`config.mk`:
```
export PLATFORM = sky130hd
export DESIGN_NAME = rvfi_check_scheduler
export DESIGN_NICKNAME = d
export VERILOG_FILES = /design/src/rtl/rvfi_check_scheduler.sv
export SDC_FILE = /design/constraint.sdc
export NUM_CORES = 1
export LEC_CHECK = 0
export CAP_MARGIN = 25
export CORE_ASPECT_RATIO = 0.7
export CORE_MARGIN = 8
export CORE_UTILIZATION = 36
export CTS_CLUSTER_DIAMETER = 200
export DETAILED_ROUTE_END_ITERATION = 10
export PLACE_DENSITY = 0.66
export SYNTH_ARGS = -nofsm -noshare
export SYNTH_HDL_FRONTEND = slang
export SYNTH_SLANG_ARGS = --single-unit
```
`constraint.sdc`:
```
create_clock -name clock -period 2.4 [get_ports clock]
set_input_delay 0.48 -clock clock [delete_from_list [all_inputs] [get_ports clock]]
set_output_delay 0.48 -clock clock [all_outputs]
set_load 0.05 [all_outputs]
```
`src/rtl/rvfi_check_scheduler.sv`:
```
// rvfi_check_scheduler: sequences one formal check run.
// Holds the DUT in reset, waits out a warm-up window, then fires a single
// cycle `check` strobe when the configured order retires on the configured
// channel. Also reports retire count and done/missed/timeout status.
// Optional order monitor enabled by defining RVFI_CHECK_SCHED_ORDER_MON_EN;
// without it order_err is tied low and no tracking logic exists.
module rvfi_check_scheduler #(
  parameter int NRET         = 1,
  parameter int RESET_CYCLES = 1,
  parameter int MIN_CYCLE    = 10,
  parameter int MAX_CYCLE    = 40,
  parameter int CNT_W        = 16,
  localparam int CH_W        = (NRET > 1) ? $clog2(NRET) : 1
) (
  input  logic                clock,
  input  logic                reset_n,
  input  logic [63:0]         cfg_order,
  input  logic [CH_W-1:0]     cfg_channel,
  input  logic [NRET-1:0]     rvfi_valid,
  input  logic [64*NRET-1:0]  rvfi_order,
  output logic                dut_reset,
  output logic                check,
  output logic                done,
  output logic                missed,
  output logic                timeout,
  output logic [CNT_W-1:0]    retire_cnt,
  output logic                order_err
);

  localparam int RST_W = (RESET_CYCLES > 1) ? $clog2(RESET_CYCLES) : 1;

  typedef enum logic [1:0] {
    ST_RESET,
    ST_WARMUP,
    ST_ARMED,
    ST_DONE
  } state_t;

  state_t            state;
  logic [RST_W-1:0]  rst_cnt;
  logic [CNT_W-1:0]  cycle_cnt;
  logic [63:0]       order_q;
  logic [CH_W-1:0]   chan_q;
  logic              match;
  logic [CNT_W:0]    pop;
  logic [CNT_W:0]    retire_sum;
  logic [CNT_W-1:0]  retire_next;

  // Target retirement seen on the latched channel with the latched order.
  always_comb begin
    match = 1'b0;
    for (int i = 0; i < NRET; i++) begin
      if ((CH_W'(i) == chan_q) && rvfi_valid[i] &&
          (rvfi_order[64*i +: 64] == order_q)) begin
        match = 1'b1;
      end
    end
  end

  // Count valid retirements this cycle and form the saturated running total.
  always_comb begin
    pop = '0;
    for (int i = 0; i < NRET; i++) begin
      pop = pop + {{CNT_W{1'b0}}, rvfi_valid[i]};
    end
    retire_sum  = {1'b0, retire_cnt} + pop;
    retire_next = retire_sum[CNT_W] ? {CNT_W{1'b1}} : retire_sum[CNT_W-1:0];
  end

  assign dut_reset = (state == ST_RESET);
  assign check     = (state == ST_ARMED) && match;

  // Run sequencer: reset window, warm-up, armed window, absorbing done.
  always_ff @(posedge clock or negedge reset_n) begin
    if (!reset_n) begin
      state      <= ST_RESET;
      rst_cnt    <= '0;
      cycle_cnt  <= '0;
      retire_cnt <= '0;
      order_q    <= '0;
      chan_q     <= '0;
      done       <= 1'b0;
      missed     <= 1'b0;
      timeout    <= 1'b0;
    end else begin
      if (state != ST_RESET) begin
        if (cycle_cnt != {CNT_W{1'b1}}) begin
          cycle_cnt <= cycle_cnt + CNT_W'(1);
        end
        retire_cnt <= retire_next;
      end
      case (state)
        ST_RESET: begin
          if (rst_cnt == RST_W'(RESET_CYCLES - 1)) begin
            order_q   <= cfg_order;
            chan_q    <= cfg_channel;
            rst_cnt   <= '0;
            cycle_cnt <= '0;
            state     <= ST_WARMUP;
          end else begin
            rst_cnt <= rst_cnt + RST_W'(1);
          end
        end
        ST_WARMUP: begin
          if (match) begin
            missed <= 1'b1;
            done   <= 1'b1;
            state  <= ST_DONE;
          end else if (cycle_cnt == CNT_W'(MIN_CYCLE - 1)) begin
            state <= ST_ARMED;
          end
        end
        ST_ARMED: begin
          if (match) begin
            done  <= 1'b1;
            state <= ST_DONE;
          end else if (cycle_cnt == CNT_W'(MAX_CYCLE)) begin
            timeout <= 1'b1;
            done    <= 1'b1;
            state   <= ST_DONE;
          end
        end
        default: begin
          state <= ST_DONE;
        end
      endcase
    end
  end

`ifdef RVFI_CHECK_SCHED_ORDER_MON_EN
  logic [63:0] next_order;
  logic [63:0] mon_adv;
  logic        mon_bad;
  logic        mon_gap;
  logic        order_err_q;

  // Valid channels must be contiguous from channel 0 and carry consecutive orders.
  always_comb begin
    mon_adv = '0;
    mon_bad = 1'b0;
    mon_gap = 1'b0;
    for (int i = 0; i < NRET; i++) begin
      if (rvfi_valid[i]) begin
        if (mon_gap) begin
          mon_bad = 1'b1;
        end
        if (rvfi_order[64*i +: 64] != (next_order + mon_adv)) begin
          mon_bad = 1'b1;
        end
        mon_adv = mon_adv + 64'd1;
      end else begin
        mon_gap = 1'b1;
      end
    end
  end

  // Track expected next order and hold the sticky error once seen.
  always_ff @(posedge clock or negedge reset_n) begin
    if (!reset_n) begin
      next_order  <= '0;
      order_err_q <= 1'b0;
    end else if (state != ST_RESET) begin
      next_order <= next_order + mon_adv;
      if (mon_bad) begin
        order_err_q <= 1'b1;
      end
    end
  end

  assign order_err = order_err_q;
`else
  assign order_err = 1'b0;
`endif

endmodule

```
After elaboration in Yosys (flattened, before gate mapping)
Cells that the tools add are included.
{"block": "word_totals", "ff_bits": 103, "latch_bits": 0, "mem_bits_rw": 0, "mem_bits_ro": 0, "in_bits": 132, "out_inout_bits": 22, "n_memories": 0}
{"block": "op_classes", "n_addsub": 3, "n_mul": 0, "n_div": 0, "magnitude_cmp": 0, "eq_ne": 10, "n_shift": 0, "muxes": 17, "bitwise": 3, "reduce_logical": 11}
{"op": "$mux 16", "n": 5}
{"op": "$eq 64x64->1", "n": 1}
{"op": "$add 16x1->17", "n": 1}
{"op": "$add 16x1->16 const B", "n": 1}
{"op": "$eq 16x4->1 const B", "n": 1}
{"op": "$eq 16x6->1 const B", "n": 1}
{"op": "$ne 16x16->1 const B", "n": 1}
{"op": "$mux 2", "n": 5}
{"op": "$reduce_and 3->1", "n": 3}
{"op": "$pmux 2 s3", "n": 1}
{"op": "$mux 1", "n": 5}
{"op": "$ne 2x2->1 const B", "n": 2}
{"op": "$reduce_and 2->1", "n": 2}
{"op": "$reduce_bool 2->1", "n": 2}
{"op": "$logic_and 1x1->1", "n": 3}
{"op": "$ne 3x2->1 const B", "n": 1}
{"op": "$ne 3x3->1 const B", "n": 1}
{"op": "$not 1->1", "n": 3}
{"op": "$eq 2x1->1 const B", "n": 1}
{"op": "$eq 2x2->1 const B", "n": 1}
{"op": "$logic_not 2->1", "n": 1}
{"op": "$pmux 1 s2", "n": 1}
{"op": "$add 1x1->1 const B", "n": 1}

Logic depth before layout (Yosys ltp)
{"block": "depth", "depth_word": 6, "depth_mapped": 8}

Worst setup path after synthesis
No wires, ideal clock.
{"block": "synth_path", "path_kind": "in2out", "start": "input port rvfi_order[2]", "end": "output port check", "arrival_ns": 2.406, "t_required_ns": 1.920, "slack_ns": -0.486, "path_stages": 5, "n_path_buf": 0, "path_cell_list": "xor2_1 > a221o_1 > nor4_2 > nand3_1 > nor3_1"}
{"block": "synth_between", "elab_chain_cells": 4}
{"item": "from (decl)", "line_no": "20", "rtl": "input logic [64*NRET-1:0] rvfi_order,"}
{"item": "$eq 64x64->1", "line_no": "54", "rtl": "(rvfi_order[64*i +: 64] == order_q)) begin"}
{"item": "$logic_and 1x1->1", "line_no": "53", "rtl": "if ((CH_W'(i) == chan_q) && rvfi_valid[i] &&"}
{"item": "$mux 1", "line_no": "53"}
{"item": "$logic_and 1x1->1", "line_no": "71", "rtl": "assign check = (state == ST_ARMED) && match;"}
{"item": "to (decl)", "line_no": "22", "rtl": "output logic check,"}
No other way between the ends.

Worst setup path after layout
{"block": "layout_path", "start": "register order_q[12]", "end": "output port check"}
{"block": "layout_between", "elab_chain_cells": 4}
{"item": "from (decl)", "line_no": "42", "rtl": "logic [63:0] order_q;"}
{"item": "from (signal assigned)", "line_no": "95", "rtl": "order_q <= cfg_order;"}
{"item": "$eq 64x64->1", "line_no": "54"}
{"item": "$logic_and 1x1->1", "line_no": "53"}
{"item": "$mux 1", "line_no": "53"}
{"item": "$logic_and 1x1->1", "line_no": "71"}
No other way between the ends.

==> impl_metrics.csv <==
group,metric,value,unit
outcome,status,"finished, violations left",
outcome,violations,"negative setup slack",
detailed_routing,wl,15700,um
global_routing,grt_max_degree,68,
floorplanning,rows,36,
setup_path,crit_family,"simple AND/OR/NAND/NOR gates",
setup_path,worst-setup-path-type,"reg2out",
sta,max_clock_freq,0.389,GHz
yosys,synth_top_area_share,49.2,%
pwr,p_leak,3.27,nW
pwr,p_per_area,537,nW/um2
yosys,synthCells,590,
placed_design,place.gp.congestion,0.883,
sta,rsz0062_at_grt,"yes",
clock_tree,clk_pin_slew,80,ps
min_path,hp-class,"in2async",
sta,setup_violations,1,
pwr,peakVddDrop,0.000322,V
clock_tree,h-tree-depth,3,
yosys,avgSynthCellArea,8.80,um2
yosys,ys_seq_elements,102,
yosys,syn_area,5190,um2
global_routing,grt_pass1_vias,4983,
yosys,syn-num-nets,727,
placed_design,dp_hpwl,11800,um
sta,slew-limit-headroom,51.2,%
floorplanning,die_w,160,um
yosys,yosysMostFrequentCell,"nand2_1",
detailed_routing,viasPerCell,4.80,
clock_tree,clkSinkCount,102,
sta,setup_tns,-170,ps
floorplanning,die_h,116,um
floorplanning,initial_core_util,37.0,%
global_routing,antenna_found_initial,0,
setup_path,critPathBufInv,1,
clock_tree,clockBufferDepth,2,
sta,fin_crit_sh,107,%
cells_and_area,seqCellArea,2550,um2
placed_design,io_buffers,152,
cells_and_area,nets,907,
sta,fin_crit,2570,ps
detailed_routing,drc,0,
global_routing,grt_pass1_wl,25800,um
detailed_routing,drt_pass1_iterations,4,
setup_path,r2r_cells,7,
setup_path,cp_max_fo,3,
setup_path,cp-start-kind,"flip-flop",
setup_path,slowest_delay,420,ps
pwr,total_power,4.06,mW
setup_path,slowest_stage,"dfrtp_1",
yosys,synth-edff-count,0,
yosys,synthTopCellsByArea,"dfrtp_1 (49%), nand2_1 (15%), xnor2_1 (11%), nand4_1 (3.0%), xor2_1 (1.5%)",
cells_and_area,drive_above_1_share,10.6,%
run,cap_viol_max_count,0,
floorplanning,core_area,14000,um2
global_routing,overflow,0,
cells_and_area,fillers,1276,
detailed_routing,wl_per_cell,16.3,um
clock_tree,clock_latency,350,ps
clock_tree,cts_tree,"yes",
yosys,synth_common_cells,"nand2_1 (214), dfrtp_1 (102), xnor2_1 (63)",
sta,fin_skew,9.56,ps
yosys,ys_types,46,
detailed_routing,drt-initial-drc-count,217,
detailed_routing,vias,4638,
sta,drv_slew,0,
clock_tree,hold_buffers,0,
yosys,synth_flop_cell,"dfrtp_1",
clock_tree,cts_buffers,9,
setup_path,cp-end-kind,"output pin",
clock_tree,root_buffer,"clkbuf_16",
floorplanning,dieArea,18600,um2
yosys,ys_seq_area_share,49.2,%
yosys,yosys_warnings,0,
sta,hold_viol,0,
placed_design,post-place-ws,-465,ps
setup_path,timing.rr.end,"timeout",
setup_path,worstPathCellList,"nor2b_1 > a2111o_1 > nor4_4 > nand3_4 > nor3_4 > buf_12",
setup_path,worstPathArrival,2090,ps
setup_path,r2r_setup_slack,280,ps
yosys,synthArstFlopShare,100,%
setup_path,required,1920,ps
sta,finalWorstSetupSlack,-170,ps
cells_and_area,syn2layout_area_growth,45.7,%
detailed_routing,ant_nets,0,
yosys,synth_top_cell_by_area,"dfrtp_1",
global_routing,grt_usage,17.4,%
floorplanning,io_pins,154,
cells_and_area,multi_input_area,2630,um2
sta,tightest_slew,732,ps
setup_path,timing.rr.start,"order_q[12]",
==> registers in the layout, indices dropped and copies added, names as in the netlist <==
name,cells
state,2
done,1
retire_cnt,16
order_q,64
missed,1
cycle_cnt,16
chan_q,1
timeout,1
==> per-stage QoR <==
stage | util [%] | hold WS, ps | instances | area (um2)
floorplan | - | 184 | 590 | 5200
CTS | 53.9 | 127 | 965 | 7540
detailed placement | 51.3 | 470 | 947 | 7190
finish | 54.0 | 100 | 966 | 7560
global route | 54.0 | 141 | 965 | 7560
global placement | 51.3 | 462 | 947 | 7190
==> cell families after synthesis <==
group           after synthesis  synth area share (%)
mux                           2                 0.434
xor+xnor                     72                  12.2
flops                       102                  49.2
buf+inv                      37                  2.80
compound gates               48                  6.10
fa+ha+maj                     5                  1.21
simple gates                323                  28.1
other cells                   1                0.0723
==> area by class of cell <==
cell class / instances / area share [%]
multi-input cells: 451 / 34.7
flip-flops and latches: 102 / 33.8
repair buffers: 190 / 23.9
well taps: 190 / 3.14
clock buffers: 10 / 3.03
inverters: 16 / 0.794
clock inverters: 6 / 0.662
diodes: 1 / 0.0331
==> how the worst max path moves through the flow <==
stage / start / end / cells past startpoint
after floorplan: rvfi_order[2] / check / 5
after global placement: rvfi_order[43] / check / 7
after detailed placement: rvfi_order[28] / check / 8
after CTS: order_q[12] / check / 6
after global routing: rvfi_order[57] / check / 7
final: order_q[12] / check / 6
==> worst reg2reg max path: stages, from the launching register on <==
cell	delay, ps
dfrtp_1	420
nor2b_1	150
a2111o_1	420
nor4_4	300
buf_4	180
buf_4	90
nand4_2	140
o31a_1	320
==> layout by cell type, fill, tap and decap left out, drive strengths merged, types with 6 or more instances in the layout <==
cell / instances
a21oi: 9
and3: 6
buf: 41
clkbuf: 10
clkdlybuf4s50: 113
dfrtp: 102
dlygate4sd2: 36
inv: 20
nand2: 214
nand2b: 11
nand3: 14
nand4: 27
nor2: 18
nor3: 11
nor4: 8
o21ai: 13
xnor2: 63
xor2: 9
==> power by group <==
| group | internal [mW] | switching (mW) |
|---|---|---|
| Sequential | 1.77 | 0.0685 |
| Clock | 0.722 | 0.703 |
| Combinational | 0.387 | 0.405 |
| Total | 2.88 | 1.18 |
==> repair_timing <==
action | 4_1_cts | 5_1_grt
resized for setup | 51 | 2
pin swaps | 37 | 2
endpoints found under the setup margin | 1 | 1
hold endpoints to repair | 0 | 0
setup buffers | 2 | 0
==> layer usage <==
metal  global-route usage (%)  wire length (um)
met3                     4.51               675
met1                     23.2              7690
met5                        0                 0
met4                     4.57               195
met2                     27.9              7150
No activity file was read; power rests on OpenSTA's default activity.
